==> src/rtl/sc_pkg.sv <==
// Shared state encoding, ASCII constants and hex helpers for the stream-cipher engine.
package sc_pkg;

  typedef enum logic [3:0] {
    IDLE,
    ENC,
    ENC_HI,
    ENC_LO,
    DEC_HI,
    DEC_LO,
    DEC_OUT,
    LOAD,
    BAD
  } stateT;

  localparam logic [7:0] CHAR_CR    = 8'h0D;
  localparam logic [7:0] CHAR_E     = 8'h45;
  localparam logic [7:0] CHAR_D     = 8'h44;
  localparam logic [7:0] CHAR_L     = 8'h4C;
  localparam logic [7:0] CHAR_DOT   = 8'h2E;
  localparam logic [7:0] CHAR_QUEST = 8'h3F;

  localparam logic [7:0] PRINT_LO = 8'h20;
  localparam logic [7:0] PRINT_HI = 8'h7E;

  localparam logic [1:0] MODE_IDLE = 2'd0;
  localparam logic [1:0] MODE_ENC  = 2'd1;
  localparam logic [1:0] MODE_DEC  = 2'd2;
  localparam logic [1:0] MODE_LOAD = 2'd3;

  localparam logic [31:0] DEFAULT_TAPS = 32'h8020_0003;

  function automatic logic is_hex(input logic [7:0] c);
    return ((c >= 8'h30) && (c <= 8'h39)) ||
           ((c >= 8'h41) && (c <= 8'h46)) ||
           ((c >= 8'h61) && (c <= 8'h66));
  endfunction

  // Letters of either case map to 10..15 because their low nibble is 1..6.
  function automatic logic [3:0] hex2bin(input logic [7:0] c);
    if (c <= 8'h39) return c[3:0];
    return 4'(c[3:0] + 4'd9);
  endfunction

  function automatic logic [7:0] bin2hex(input logic [3:0] n);
    if (n < 4'd10) return 8'(8'h30 + {4'h0, n});
    return 8'(8'h37 + {4'h0, n});
  endfunction

  function automatic logic is_printable(input logic [7:0] c);
    return (c >= PRINT_LO) && (c <= PRINT_HI);
  endfunction

endpackage

==> src/rtl/sc_lfsr.sv <==
// Fibonacci LFSR with parallel load; an all-zero load is replaced by 1 so the register never locks up.
module sc_lfsr
  import sc_pkg::*;
#(
  parameter int unsigned       LFSR_W = 32,
  parameter logic [LFSR_W-1:0] TAPS   = LFSR_W'(DEFAULT_TAPS),
  parameter int unsigned       Q_W    = LFSR_W
) (
  input  logic              clk,
  input  logic              rst,
  input  logic              ld,
  input  logic [LFSR_W-1:0] ld_val,
  input  logic              step,
  output logic [Q_W-1:0]    q
);

  logic [LFSR_W-1:0] lfsr;

  always_ff @(posedge clk) begin
    if (rst) begin
      lfsr <= LFSR_W'(1);
    end else if (ld) begin
      lfsr <= (ld_val == '0) ? LFSR_W'(1) : ld_val;
    end else if (step) begin
      lfsr <= {lfsr[LFSR_W-2:0], ^(lfsr & TAPS)};
    end
  end

  assign q = lfsr[Q_W-1:0];

endmodule

==> src/rtl/sc_stream_engine.sv <==
// Stream-cipher engine between UART RX and the TX print buffer: 'E' hex-encrypts, 'D' decrypts, 'L' loads a key.
// Build option SC_BADCHAR_FLAG_EN: bad chars in decrypt/load raise sticky bad_char and echo '?'.
module sc_stream_engine
  import sc_pkg::*;
#(
  parameter int unsigned       LFSR_W      = 32,
  parameter int unsigned       KEY_NIBBLES = LFSR_W / 4,
  parameter logic [LFSR_W-1:0] TAPS        = LFSR_W'(DEFAULT_TAPS)
) (
  input  logic       clk,
  input  logic       rst,
  input  logic       rx_valid,
  input  logic [7:0] rx_data,
  input  logic       tx_ready,
  output logic       tx_valid,
  output logic [7:0] tx_data,
  output logic       print_buf,
  output logic [1:0] mode,
  output logic       overrun,
  output logic       bad_char
);

  localparam int unsigned CNT_W = $clog2(KEY_NIBBLES + 1);

  stateT             state;
  logic              holdValid;
  logic [7:0]        holdData;
  logic              canConsume;
  logic              consume;
  logic [7:0]        psr;
  logic [7:0]        encByte;
  logic [7:0]        decByte;
  logic [3:0]        encLo;
  logic [3:0]        hiNib;
  logic [LFSR_W-1:0] keyShadow;
  logic [LFSR_W-1:0] shadowNext;
  logic [CNT_W-1:0]  nibCnt;
  logic              lfsrLd;
  logic              lfsrStep;
`ifdef SC_BADCHAR_FLAG_EN
  stateT             retState;
`endif

  assign canConsume = (state == IDLE) || (state == ENC) || (state == DEC_HI) ||
                      (state == DEC_LO) || (state == LOAD);
  assign consume    = holdValid && canConsume;
  assign encByte    = holdData ^ psr;
  assign decByte    = {hiNib, hex2bin(holdData)} ^ psr;
  assign shadowNext = {keyShadow[LFSR_W-5:0], hex2bin(holdData)};

  // The loaded key only lives on as the LFSR seed, so the LFSR is the key state.
  sc_lfsr #(
    .LFSR_W(LFSR_W),
    .TAPS  (TAPS),
    .Q_W   (8)
  ) uLfsr (
    .clk   (clk),
    .rst   (rst),
    .ld    (lfsrLd),
    .ld_val(keyShadow),
    .step  (lfsrStep),
    .q     (psr)
  );

  // One-deep RX holding register; a byte arriving while it is full and not draining is lost.
  always_ff @(posedge clk) begin
    if (rst) begin
      holdValid <= 1'b0;
      holdData  <= '0;
      overrun   <= 1'b0;
    end else if (rx_valid) begin
      if (holdValid && !consume) begin
        overrun <= 1'b1;
      end else begin
        holdValid <= 1'b1;
        holdData  <= rx_data;
      end
    end else if (consume) begin
      holdValid <= 1'b0;
    end
  end

  always_ff @(posedge clk) begin
    if (rst) begin
      state     <= IDLE;
      tx_valid  <= 1'b0;
      tx_data   <= '0;
      print_buf <= 1'b0;
      mode      <= MODE_IDLE;
      encLo     <= '0;
      hiNib     <= '0;
      keyShadow <= '0;
      nibCnt    <= '0;
      lfsrLd    <= 1'b0;
      lfsrStep  <= 1'b0;
`ifdef SC_BADCHAR_FLAG_EN
      bad_char  <= 1'b0;
      retState  <= IDLE;
`endif
    end else begin
      print_buf <= 1'b0;
      lfsrLd    <= 1'b0;
      lfsrStep  <= 1'b0;
      // CR aborts any partial nibble or key and flushes the print buffer.
      if (consume && (holdData == CHAR_CR)) begin
        state     <= IDLE;
        mode      <= MODE_IDLE;
        print_buf <= 1'b1;
      end else begin
        unique case (state)
          IDLE: begin
            if (consume) begin
              if (holdData == CHAR_E) begin
                state <= ENC;
                mode  <= MODE_ENC;
              end else if (holdData == CHAR_D) begin
                state    <= DEC_HI;
                mode     <= MODE_DEC;
`ifdef SC_BADCHAR_FLAG_EN
                bad_char <= 1'b0;
`endif
              end else if (holdData == CHAR_L) begin
                state     <= LOAD;
                mode      <= MODE_LOAD;
                nibCnt    <= '0;
                keyShadow <= '0;
`ifdef SC_BADCHAR_FLAG_EN
                bad_char  <= 1'b0;
`endif
              end
            end
          end
          ENC: begin
            if (consume && is_printable(holdData)) begin
              encLo    <= encByte[3:0];
              tx_valid <= 1'b1;
              tx_data  <= bin2hex(encByte[7:4]);
              lfsrStep <= 1'b1;
              state    <= ENC_HI;
            end
          end
          ENC_HI: begin
            if (tx_ready) begin
              tx_data <= bin2hex(encLo);
              state   <= ENC_LO;
            end
          end
          ENC_LO: begin
            if (tx_ready) begin
              tx_valid <= 1'b0;
              state    <= ENC;
            end
          end
          DEC_HI: begin
            if (consume) begin
              if (is_hex(holdData)) begin
                hiNib <= hex2bin(holdData);
                state <= DEC_LO;
              end
`ifdef SC_BADCHAR_FLAG_EN
              else begin
                bad_char <= 1'b1;
                tx_valid <= 1'b1;
                tx_data  <= CHAR_QUEST;
                retState <= DEC_HI;
                state    <= BAD;
              end
`endif
            end
          end
          DEC_LO: begin
            if (consume) begin
              if (is_hex(holdData)) begin
                tx_valid <= 1'b1;
                tx_data  <= is_printable(decByte) ? decByte : CHAR_DOT;
                lfsrStep <= 1'b1;
                state    <= DEC_OUT;
              end
`ifdef SC_BADCHAR_FLAG_EN
              else begin
                bad_char <= 1'b1;
                tx_valid <= 1'b1;
                tx_data  <= CHAR_QUEST;
                retState <= DEC_LO;
                state    <= BAD;
              end
`endif
            end
          end
          DEC_OUT: begin
            if (tx_ready) begin
              tx_valid <= 1'b0;
              state    <= DEC_HI;
            end
          end
          LOAD: begin
            // The LFSR loads from the shadow one cycle after the final nibble lands.
            if (consume) begin
              if (is_hex(holdData)) begin
                if (nibCnt < CNT_W'(KEY_NIBBLES)) begin
                  keyShadow <= shadowNext;
                  nibCnt    <= nibCnt + CNT_W'(1);
                  if (nibCnt == CNT_W'(KEY_NIBBLES - 1)) lfsrLd <= 1'b1;
                end
              end
`ifdef SC_BADCHAR_FLAG_EN
              else begin
                bad_char <= 1'b1;
                tx_valid <= 1'b1;
                tx_data  <= CHAR_QUEST;
                retState <= LOAD;
                state    <= BAD;
              end
`endif
            end
          end
`ifdef SC_BADCHAR_FLAG_EN
          BAD: begin
            if (tx_ready) begin
              tx_valid <= 1'b0;
              state    <= retState;
            end
          end
`endif
          default: begin
            tx_valid <= 1'b0;
            state    <= IDLE;
            mode     <= MODE_IDLE;
          end
        endcase
      end
    end
  end

`ifndef SC_BADCHAR_FLAG_EN
  assign bad_char = 1'b0;
`endif

endmodule

==> config.mk <==
export PLATFORM = sky130hd
export DESIGN_NAME = sc_stream_engine
export DESIGN_NICKNAME = d
export VERILOG_FILES = /design/src/rtl/sc_pkg.sv /design/src/rtl/sc_lfsr.sv /design/src/rtl/sc_stream_engine.sv
export SDC_FILE = /design/constraint.sdc
export NUM_CORES = 1
export LEC_CHECK = 0
export CORE_ASPECT_RATIO = 0.9
export CORE_UTILIZATION = 24
export DETAILED_ROUTE_END_ITERATION = 16
export PLACE_DENSITY = 0.43
export SYNTH_ARGS = -nofsm -noshare
export SYNTH_HDL_FRONTEND = slang
export SYNTH_SLANG_ARGS = --single-unit
==> constraint.sdc <==
create_clock -name clk -period 3 [get_ports clk]
set_clock_uncertainty 0.1 [all_clocks]
set_input_delay 0.6 -clock clk [delete_from_list [all_inputs] [get_ports clk]]
set_output_delay 0.6 -clock clk [all_outputs]
set_load 0.01 [all_outputs]
# Yosys cells after proc, flatten, opt, wreduce, memory -nomap -nowiden
# Index checks and enable logic that the tools add are counted.
# word_totals
register_bits,104
input_bits,12
word_cells,192
# classes
add_sub_neg,6
order_cmp,13
n_eq_ne,30
muxes,80
bitwise_logic,10
reduce_logical,38
# op_table
cell,n
$mux 32,10
$mux 4,22
$mux 8,9
$pmux 32 s2,1
$le 8x7->1 const B,4
$logic_not 32->1,1
$pmux 4 s8,1
$reduce_xor 32->1,1
$add 6x4->7 const A,4
$mux 1,28
$eq 8x7->1 const B,3
$ge 8x6->1 const B,3
$pmux 8 s3,1
$eq 4x3->1 const B,5
$ne 2x2->1 const B,10
$ge 8x7->1 const B,2
$xor 8x8->8,2
$ne 2x1->1 const B,7
$lt 4x4->1 const B,3
$reduce_and 6->1,2
$reduce_and 11->1,1
$logic_and 1x1->1,9
$reduce_and 9->1,1
$eq 4x2->1 const B,2
other kinds (24),45

# Depth between registers and ports, before layout
# depth
depth_word,14
depth_mapped,10
depth_no_buf,8

# Cells and area by module
# From an unflattened synthesis, not the netlist that was laid out.
# hier_totals
cells_unflattened,581
area_unflattened_um2,5351.4
# by_module_without_submodules
mod,n_inst,cells_each,area_each_um2,seq_area_each_um2
sc_stream_engine,1,386,3763.6,1421.4
sc_lfsr,1,195,1587.8,640.6

# Worst setup path before layout
# OpenSTA, ideal clock, no wires.
# synth_path
path_kind,register to register
startpoint,register holdData[0]
endpoint,register keyShadow[17]
setup_time_ps,117
arrival_time_ps,2172
path_slack_ps,611
path_stages_with_launch,11
period_less_slack_ps,2389
cell_sequence,dfxtp_1 -> inv_1 -> ha_1 -> nor4b_1 -> a211o_1 -> nor4_4 -> o21a_4 -> nor2_4 -> buf_6 -> buf_6 -> a22o_1
# synth_via
elab_chain_cells,6
word_cells_on_any_way,22
cone_classes,order compare: 6; eq/ne: 8; bitwise: 1; reduce/logical: 7
# synth_rtl
element,line,rtl
start: declaration,sc_stream_engine.sv:27,logic [7:0] holdData;
start signal: assignment,sc_stream_engine.sv:76,holdData <= rx_data;
$ge 8x6->1 (tied with other cells),sc_pkg.sv:34,return ((c >= 8'h30) && (c <= 8'h39)) ||
"$logic_and 1x1->1, on equally long branches","sc_pkg.sv:34, sc_pkg.sv:35",
$logic_or 1x1->1,sc_pkg.sv:34,
$logic_or 1x1->1,sc_pkg.sv:35,((c >= 8'h41) && (c <= 8'h46)) ||
$ne 2x1->1 (no line),n/a,
$reduce_and 9->1 (no line) (*),n/a,
end signal: assignment,sc_stream_engine.sv:201,keyShadow <= shadowNext;
end: declaration,sc_stream_engine.sv:35,logic [LFSR_W-1:0] keyShadow;
# Mark *: on every way between the ends. The rest lies on a longest branch, timed or not.
# A chain may end at the register's enable or synchronous reset.

# Final worst setup path
# layout_path
startpoint,register holdData[0]
endpoint,register hiNib[3]
# layout_via
elab_chain_cells,8
word_cells_on_any_way,23
cone_classes,add/sub: 1; order compare: 6; eq/ne: 1; mux: 7; bitwise: 1; reduce/logical: 7
# layout_rtl
element,line,rtl
$le 8x6->1,"sc_pkg.sv:34, sc_pkg.sv:41",
$mux 1,sc_pkg.sv:41,if (c <= 8'h39) return c[3:0];
$mux 1,sc_stream_engine.sv:156,if (is_hex(holdData)) begin
$mux 1,sc_stream_engine.sv:155,if (consume) begin
$mux 1,sc_stream_engine.sv:110,unique case (state)
$mux 1,sc_stream_engine.sv:105,if (consume && (holdData == CHAR_CR)) begin
$mux 1,sc_stream_engine.sv:84,if (rst) begin
$mux 4,sc_pkg.sv:42,return 4'(c[3:0] + 4'd9);
end signal: assignment,sc_stream_engine.sv:157,hiNib <= hex2bin(holdData);
end: declaration,sc_stream_engine.sv:34,logic [3:0] hiNib;
# Parallel ways exist; a longest one is shown, timed or not. The select of a mux whose other input is x is not followed.

==> results.py <==
metrics = {
    "worst_setup_path": {
        "critical_path.top_delay_family": "simple AND/OR/NAND/NOR gates",
        "slowest_stage": "dfxtp_1",
        "critPathKind": "reg2reg",
        "cp-startpoint": "holdData[0]$_SDFFE_PP0P_",
        "r2r_end": "hiNib[3]$_SDFFE_PP0P_",
        "critPathMaxFanout": 5,
        "regToRegSetupSlack_ps": 320,
        "startpoint_type": "register",
        "rr_worst_depth": 8,
        "cp.arrival_ps": 2800,
        "critical-path-max-stage-delay_ps": 420,
        "worstSetupEndpointType": "register",
        "required_ps": 3130,
        "crit_path_cell_trace": "inv_1 > ha_1 > nor4b_1 > a211o_1 > nor3b_1 > nand4_1 > mux2i_1 > nor2_1",
        "r2r-start": "holdData[0]$_SDFFE_PP0P_",
        "critPathBufInv": 1,
    },
    "placement": {
        "place_area_um2": 5494,
        "post-place-ws_ps": 332.8,
        "dp_hpwl_um": 9278,
        "placed_cells": 825,
        "place_congestion": 0.7860,
        "io_buffers": 24,
    },
    "cts": {
        "htreeDepth": 3,
        "cts_tree": "built",
        "cts.sinks": 103,
        "path_clk_slew_ps": 70,
        "clk_path_buf_depth": 2,
        "clock-root-buffer": "clkbuf_16",
        "clk_latency_ps": 360,
        "cts_setup_buffers": 0,
        "cts_resized": 0,
        "cts_hold_buf": 0,
        "cts_made_buffers": 9,
    },
    "power_and_ir_drop": {
        "finalPower_mw": 3.824,
        "power_leakage_nw": 2.185,
        "p_per_area_nw_per_um2": 659.0,
        "vdd_drop_max_mv": 0.2699,
    },
    "yosys": {
        "muxShareOfSynthArea_pct": 8.991,
        "synthTopCellsByArea": "dfxtp_1 41%, mux2i_1 9.0%, nor2_1 8.3%",
        "synthAdderAreaFrac_pct": 1.748,
        "yosysTopAreaCell": "dfxtp_1",
        "synth-seq-cells": 103,
        "ys_warn_count": 0,
        "synth_nets": 588,
        "synth_top_cell_area_share_pct": 41.16,
        "yosys-top-cells-count": "111 x nor2_1, 103 x dfxtp_1, 47 x a21oi_1",
        "synth_edf_count": 0,
        "synth-async-reset-ratio_pct": 0,
        "synthMostInstantiatedCell": "nor2_1",
        "synth_top_family_by_area": "simple AND/OR/NAND/NOR gates",
        "ys_seq_area_share_pct": 41.16,
        "ys.flop_type": "dfxtp_1",
        "syn_inst": 569,
        "synth_compound_area_share_pct": 19.13,
        "synth-xor-area-share_pct": 4.545,
        "synth.distinct_cells": 62,
        "syn_area_per_cell_um2": 8.805,
        "yosys.area_share.simple_pct": 19.51,
        "syn_area_um2": 5010,
    },
    "sta": {
        "fin_ws_ps": 322.9,
        "fin_setup_tns_ps": 0,
        "finalSetupViolCount": 0,
        "fmax_mhz": 373.5,
        "period_share_pct": 89.24,
        "slew_headroom_pct": 56.77,
        "worstMarginPinSlew_ps": 646.9,
        "timing.hold.ws_ps": 372.3,
        "rsz0062_at_grt": "false",
        "final-hold-violation-count": 0,
        "min_period_ps": 2677,
        "slew_viol_final": 0,
    },
    "detailed_routing": {
        "first_pass_iters": 5,
        "num_vias": 4104,
        "wl_per_cell_um": 15.13,
        "ant_nets": 0,
        "dr.first_iter.drc_count": 279,
        "routed_wl_um": 12720,
        "drcViolationCount": 0,
        "vias_per_cell": 4.880,
    },
    "final_layout": {
        "final_net_count": 600,
        "stdcell_area_um2": 5802,
        "drive_gt1_share_pct": 8.020,
        "n_antenna_cell": 0,
        "fin_util_pct": 28.68,
        "syn_to_final_growth_pct": 15.81,
        "fin_cells": 841,
    },
    "global_routing": {
        "grt_usage_pct": 12.43,
        "grt_pass1_vias": 3812,
        "grt_pass1_wl_um": 20760,
        "grt_max_degree": 65,
        "antenna_found_initial": 0,
        "grt-ovfl-total": 0,
    },
    "floorplanning": {
        "rows": 49,
        "coreArea_um2": 20230,
        "io_pins": 26,
        "die_y_um": 139.1,
        "fp.dieArea_um2": 21460,
        "start_util_pct": 24.76,
        "die_w_um": 154.3,
    },
    "hold_path": {
        "hold-path-cell-count": 2,
        "min_from": "mode[1]$_SDFFE_PP0P_",
        "min-delay-path-class": "reg2reg",
        "hold_end": "mode[1]$_SDFFE_PP0P_",
    },
    "flow_run": {
        "maxCapViolCount": 0,
    },
    "outcome": {
        "status": "complete, no violations",
    },
}
[routing by layer]
| metal | wire length [µm] | part of all wire (%) | GRT usage (%) |
|---|---|---|---|
| met5 | 0 | 0 | 0 |
| met4 | 237 | 1.9 | 5.941 |
| met3 | 600 | 4.7 | 2.188 |
| met1 | 6338 | 50 | 17.37 |
| met2 | 5546 | 44 | 18.40 |
[area by class of cell]
type | count | area, µm²
Tap cell | 255 | 319.1
Sequential cell | 103 | 2064
Clock buffer | 11 | 242.7
Clock inverter | 5 | 65.06
Multi-Input combinational cell | 416 | 2705
Timing Repair Buffer | 39 | 360.3
Inverter | 12 | 45.04
Fill cell | 2147 | 14430
[cell usage in the layout, fill, tap and decap left out, types with 12 or more instances in the layout]
cell type | Yosys | final
clkdlybuf4s50_1 | 0 | 23
mux2i_1 | 45 | 45
nor2_1 | 111 | 111
buf_4 | 1 | 14
dfxtp_1 | 103 | 101
xor2_1 | 13 | 13
nand2_1 | 28 | 28
a22o_1 | 29 | 29
a21oi_1 | 47 | 47
o21ai_0 | 13 | 13
xnor2_1 | 13 | 13
inv_1 | 12 | 12
[logic make-up (layout without fill, tap and decap cells)]
family | after synthesis | after routing
buffers and inverters | 50 | 67
flip-flops | 103 | 103
adder cells (fa/ha/maj) | 7 | 7
AO/OA/AOI/OAI | 137 | 137
multiplexers | 45 | 45
XOR/XNOR | 26 | 26
AND/OR/NAND/NOR | 200 | 200
other | 1 | 1
[sequential cells by signal (all words and copies together), names as in the netlist]
register / count
encLo: 4
hiNib: 4
holdData: 8
holdValid: 1
keyShadow: 32
lfsrLd: 1
lfsrStep: 1
mode: 2
nibCnt: 4
overrun: 1
print_buf: 1
state: 3
tx_data: 8
tx_valid: 1
uLfsr.lfsr: 32
[tightest hold or removal path, cell delays in order (launching register included)]
cell and delay, ps:
dfxtp_1 320, nand2_1 60, a21oi_1 50
[where the power goes]
group          switching, mW  total (mW)  leakage, nW  internal, mW
Clock                  0.544        1.22        0.144         0.679
Combinational          0.536       0.986         1.21         0.451
Sequential             0.139        1.61        0.835          1.47
[how the worst max path moves through the flow]
stage,to,slack (ps),cells past startpoint
global route,hiNib[2]$_SDFFE_PP0P_,120,8
floorplan,keyShadow[17]$_SDFFE_PP0P_,610,10
global placement,hiNib[0]$_SDFFE_PP0P_,330,8
CTS,hiNib[1]$_SDFFE_PP0P_,310,8
detailed placement,hiNib[1]$_SDFFE_PP0P_,330,8
finish,hiNib[3]$_SDFFE_PP0P_,320,8
(Power assumes the default switching activity.)
==> patch 1 (same flow settings) <==
Build with the macro `SC_BADCHAR_FLAG_EN` defined.
--- a/src/rtl/sc_stream_engine.sv
+++ b/src/rtl/sc_stream_engine.sv
@@ -2,2 +2,4 @@
 // Build option SC_BADCHAR_FLAG_EN: bad chars in decrypt/load raise sticky bad_char and echo '?'.
+`define SC_BADCHAR_FLAG_EN
+
 module sc_stream_engine
Check against the original RTL: not equivalent (a bounded check fails within 4 cycles, from zero or initial values and one cycle with rst high).
==> patch 1 against the original RTL <==
Largest power group unchanged; first-iteration DRC count rose by 25%; final area grew 12%; routed wire length is 20% higher; via count grew 17%; worst setup slack lost 65 ps; synthesized area increased by 9.2%; non-clock buffer count increased by 15; largest cell class unchanged; power fell by 0.97%; highest routed layer unchanged; critical endpoint is now tx_data[0]$_SDFFE_PP0P_; sequential cell count is 5 higher; combinational power barely moved.
==> patch 1: results (changes against the original RTL) <==
[place]
gp_congestion = 0.823  ; +4.7%
numPlacedInstances = 995  ; +21%
port_buffers = 25  ; +4.2%
dpl.hpwl_um = 10700  ; +16%

[clocking]
cts-root-buf = clkbuf_16
max-clock-path-buffers = 2  ; unchanged
insertion_delay_ps = 370
cts_setup_buffers = 0  ; unchanged
cts_buffers = 9  ; unchanged
path_clk_slew_ps = 80
htreeDepth = 3  ; unchanged

[hold_path]
min_to = retState[2]$_SDFFE_PP0P_
min_path_type = register to register
holdPathStages = 2  ; unchanged
hold_start = retState[2]$_SDFFE_PP0P_

[worst_setup_path]
cp_max_fo = 7  ; +2
ff2ff_path_depth = 8  ; unchanged
critPathMaxStageDelay_ps = 430
regToRegStartpoint = holdData[0]$_SDFFE_PP0P_
r2r_slack_ps = 260  ; -60 ps
cp_data_arrival_time_ps = 2870  ; +70 ps
cp_top_family = compound AO/OA/AOI/OAI gates
reg2reg_to = tx_data[0]$_SDFFE_PP0P_
cp_slowest_cell = dfxtp_1
cp-start-kind = register

[global_routing]
grt_max_degree = 95  ; +46%
first_global_vias = 4528  ; +19%
grt_pass1_wl_um = 25300  ; +22%
antenna_found_initial = 0  ; unchanged
grt_usage = 0.135  ; +0.0103

[logic_synthesis]
synthTopCellsByCount = dfxtp_1 (108), nor2_1 (98), a21oi_1 (97), nand2_1 (71), nand3_1 (43)
yosysUniqueCellTypes = 63  ; +1.6%
ys_warn_count = 0  ; unchanged
seq_area_frac_synth = 0.395  ; -0.0164
async_reset_ff_frac = 0  ; unchanged
synth_ff_type = dfxtp_1
syn_nets = 707  ; +20%
yosys-top-cells-area = dfxtp_1 (40%), a21oi_1 (8.9%), mux2i_1 (7.0%)
syn_area_per_cell_um2 = 7.94  ; -9.8%

[routing]
wl_per_cell_um = 15.1  ; +0.10%
viasPerCell = 4.74  ; -2.9%
firstDrtPassIters = 5  ; unchanged
drt-total-wl_um = 15300  ; +20%
first_iter_violations = 348  ; +25%

[outcome]
status = completed

[pwr]
peakVddDrop_v = 0.000365  ; +35%
leakagePower_uw = 0.00216  ; -1.3%

[timing]
hold_slack_ps = 356  ; -16.4 ps
worst_pin_slew_ps = 1050  ; +404 ps

[cells_and_area]
reg.largest.list = keyShadow x32, uLfsr.lfsr x32
finalNetCount = 727  ; +21%
drive_gt1_frac = 0.0924  ; +0.0122
diodes = 0  ; unchanged

[patch 1: worst max path at each step]
| stage | to | slack (ps) | cells past startpoint |
|---|---|---|---|
| after global routing | tx_data[0]$_SDFFE_PP0P_ | 20 | 9 |
| after CTS | tx_data[0]$_SDFFE_PP0P_ | 110 | 8 |
| after floorplan | nibCnt[2]$_SDFFE_PP0P_ | 380 | 9 |
| after global placement | tx_data[0]$_SDFFE_PP0P_ | 190 | 8 |
| after detailed placement | tx_data[0]$_SDFFE_PP0P_ | 130 | 8 |
| final | tx_data[0]$_SDFFE_PP0P_ | 260 | 8 |
[patch 1: cell families (layout without fill, tap and decap cells)]
group           after synthesis  count (layout)  synth area share
compound gates              161             161             0.178
xor+xnor                     27              27            0.0432
fa+ha+maj                     6               6            0.0137
buf+inv                      58              83            0.0412
flops                       108             108             0.395
mux                          41              41            0.0757
simple gates                288             288             0.253
[patch 1: metrics by stage]
stage / worst slack, ps / util / area (um^2)
floorplan: 379 / - / 5470
global placement: 186 / 0.275 / 6170
detailed placement: 134 / 0.275 / 6170
CTS: 112 / 0.289 / 6490
global route: 22.4 / 0.289 / 6490
finish: 258 / 0.289 / 6490
[patch 1: what timing repair did]
action | CTS | global route
resized for setup | 0 | 1
endpoints found under the setup margin | 0 | 1
hold buffers | 0 | 0
[patch 1: worst register-to-register path: cells and delay by family (launching register included)]
family                   cells  cell delay [ps]
multiplexers                 1              380
adder cells (fa/ha/maj)      1              260
AO/OA/AOI/OAI                5             1330
flip-flops                   1              430
buffers and inverters        1              120
[patch 1: routing by layer]
metal | vias to the layer above | wire length [um] | track usage | share of wire
met5 | - | 0 | 0 | 0
met4 | 0 | 208 | 0.0425 | 0.014
met3 | 16 | 556 | 0.0260 | 0.036
met2 | 75 | 6500 | 0.193 | 0.42
met1 | 2233 | 8040 | 0.199 | 0.53
li1 | 2468 | - | - | -
[patch 1: report_power, final]
part | internal, uW | switching, uW
sequential | 1500 | 50.0
clock | 604 | 652
combinational | 399 | 585
total | 2500 | 1290
[patch 1: area by class of cell]
cell class,instances,area [um^2]
clock inverter,7,93.8
timing repair buffer,54,503
clock buffer,9,225
sequential,108,2160
tap,297,372
inverter,13,48.8
fill,2431,16000
multi-input combinational,523,3080
==> patch 2 (config.mk and constraints unchanged) <==
Made on the original files. Encoding of `stateT`: now Gray code (4 bits for 9 states).
--- a/src/rtl/sc_pkg.sv
+++ b/src/rtl/sc_pkg.sv
@@ -4,11 +4,11 @@
   typedef enum logic [3:0] {
-    IDLE,
-    ENC,
-    ENC_HI,
-    ENC_LO,
-    DEC_HI,
-    DEC_LO,
-    DEC_OUT,
-    LOAD,
-    BAD
+    IDLE    = 4'b0000,
+    ENC     = 4'b0001,
+    ENC_HI  = 4'b0011,
+    ENC_LO  = 4'b0010,
+    DEC_HI  = 4'b0110,
+    DEC_LO  = 4'b0111,
+    DEC_OUT = 4'b0101,
+    LOAD    = 4'b0100,
+    BAD     = 4'b1100
   } stateT;
Function: same outputs for any inputs over 4 cycles, from zero or initial values and one cycle with rst high; so few cycles prove little.
==> patch 2 against the original RTL <==
Routed wire length grew 3.1%; critical path depth did not move; sequential cell count stayed put; synthesized area up 3.5%; utilization down 0.40 points; final area grew 2.1%; hold slack gained 11 ps; worst setup slack better by 1.9 ps; global-route usage grew 0.22 points; via count is 3.1% higher; critical path type unchanged; critical endpoint is now tx_data[4]$_SDFFE_PP0P_; highest routed layer unchanged.
Power is not compared: it rests on default switching activity, and its combinational part moved more than twofold at a synthesized area within 25%.
==> patch 2: results (changes against the original RTL) <==
[outcome]
status = completed

[clocking]
cts_setup_buffers = 0  ; unchanged
htreeDepth = 3  ; unchanged
path_clk_slew_ps = 70  ; about the same
cts-root-buf = clkbuf_16
cts_buffers = 9  ; unchanged
cts_resized = 0  ; unchanged
insertion_delay_ps = 350
max-clock-path-buffers = 2  ; unchanged

[timing]
hold_viol = 0  ; unchanged
finalCriticalPeriod_ps = 2680  ; -1.89 ps
worst_pin_slew_ps = 1040  ; +393 ps

[worst_setup_path]
cp_slowest_cell = and3_1
critPathMaxStageDelay_ps = 520  ; +100 ps
cp_data_arrival_time_ps = 2810  ; about the same
cp_max_fo = 11  ; +6
ff2ff_path_depth = 8  ; unchanged

[place]
gp_congestion = 0.836  ; +6.4%
place_ws_ps = 353  ; +19.9 ps
port_buffers = 24  ; unchanged
dpl.hpwl_um = 9310  ; +0.33%

[logic_synthesis]
yosysUniqueCellTypes = 62  ; unchanged
seq_area_frac_synth = 0.398  ; -0.0138
synthTopCellsByCount = nor2_1 (132), dfxtp_1 (103), mux2i_1 (52), a21oi_1 (46), a22oi_1 (29)
syn_nets = 625  ; +6.3%
async_reset_ff_frac = 0  ; unchanged
ys_warn_count = 0  ; unchanged
synth_ff_type = dfxtp_1
yosys-top-cells-area = dfxtp_1 (40%), mux2i_1 (10%), nor2_1 (9.6%)
synth_enable_flop_cells = 0  ; unchanged

[cells_and_area]
diodes = 0  ; unchanged
reg.largest.list = keyShadow x32, uLfsr.lfsr x32
finalNetCount = 623  ; +3.8%
drive_gt1_frac = 0.0706  ; -0.00960

[global_routing]
grt_pass1_wl_um = 22100  ; +6.4%
antenna_found_initial = 0  ; unchanged
grt_usage = 0.126  ; +0.00224
grt_max_degree = 65  ; unchanged

[routing]
drt-total-wl_um = 13100  ; +3.1%
firstDrtPassIters = 4  ; -1
first_iter_violations = 272  ; -2.5%
vias = 4230  ; +3.1%

[hold_path]
min_path_type = register to register
holdPathStages = 1  ; -1

==> patch 2: report_power, final <==
group          switching [uW]  total [uW]  internal [uW]
logic                    95.7         161           65.0
registers                22.8        1400           1370
clock network             547        1120            570
==> patch 2: final cells by class <==
type                       count  area [um^2]
fill                        2194        15000
multi-input combinational    446         2850
sequential                   103         2060
tap                          286          358
timing repair buffer          34          338
clock buffer                  10          229
clock inverter                 6         45.0
inverter                      10         37.5
==> patch 2: path summary, 6_finish.rpt <==
| check | start | to |
|---|---|---|
| max reg2reg | holdData[0]$_SDFFE_PP0P_ | tx_data[4]$_SDFFE_PP0P_ |
| min | tx_data[7]$_SDFFE_PP0P_ | tx_data[7]$_SDFFE_PP0P_ |
| min reg2reg | tx_data[7]$_SDFFE_PP0P_ | tx_data[7]$_SDFFE_PP0P_ |
| max | holdData[0]$_SDFFE_PP0P_ | tx_data[4]$_SDFFE_PP0P_ |
==> patch 2: per-stage QoR <==
step	hold slack, ps	instances	cell area [um^2]	total power (uW)
after global routing	412	895	5930	2770
after global placement	356	879	5650	1590
after detailed placement	373	879	5650	1590
final	383	895	5930	2670
after floorplan	353	606	5180	1540
after CTS	384	895	5930	2710
==> patch 2: layer usage <==
metal  part of all wire  up-vias  wire, um  global-route usage
met3              0.033       12       437              0.0171
met1               0.52     1983      6800               0.179
met4              0.016        0       209              0.0516
li1                   -     2161         -                   -
met2               0.43       74      5670               0.192
met5                  0        -         0                   0
==> patch 2: logic make-up (layout without fill, tap and decap cells) <==
logic type               Yosys count  after routing  synth area share
AND/OR/NAND/NOR                  228            228             0.211
AO/OA/AOI/OAI                    132            132             0.177
flip-flops                       103            103             0.398
buffers and inverters             57             60            0.0517
multiplexers                      53             53             0.103
XOR/XNOR                          25             25            0.0422
adder cells (fa/ha/maj)            7              7            0.0169
other                              1              1          0.000723
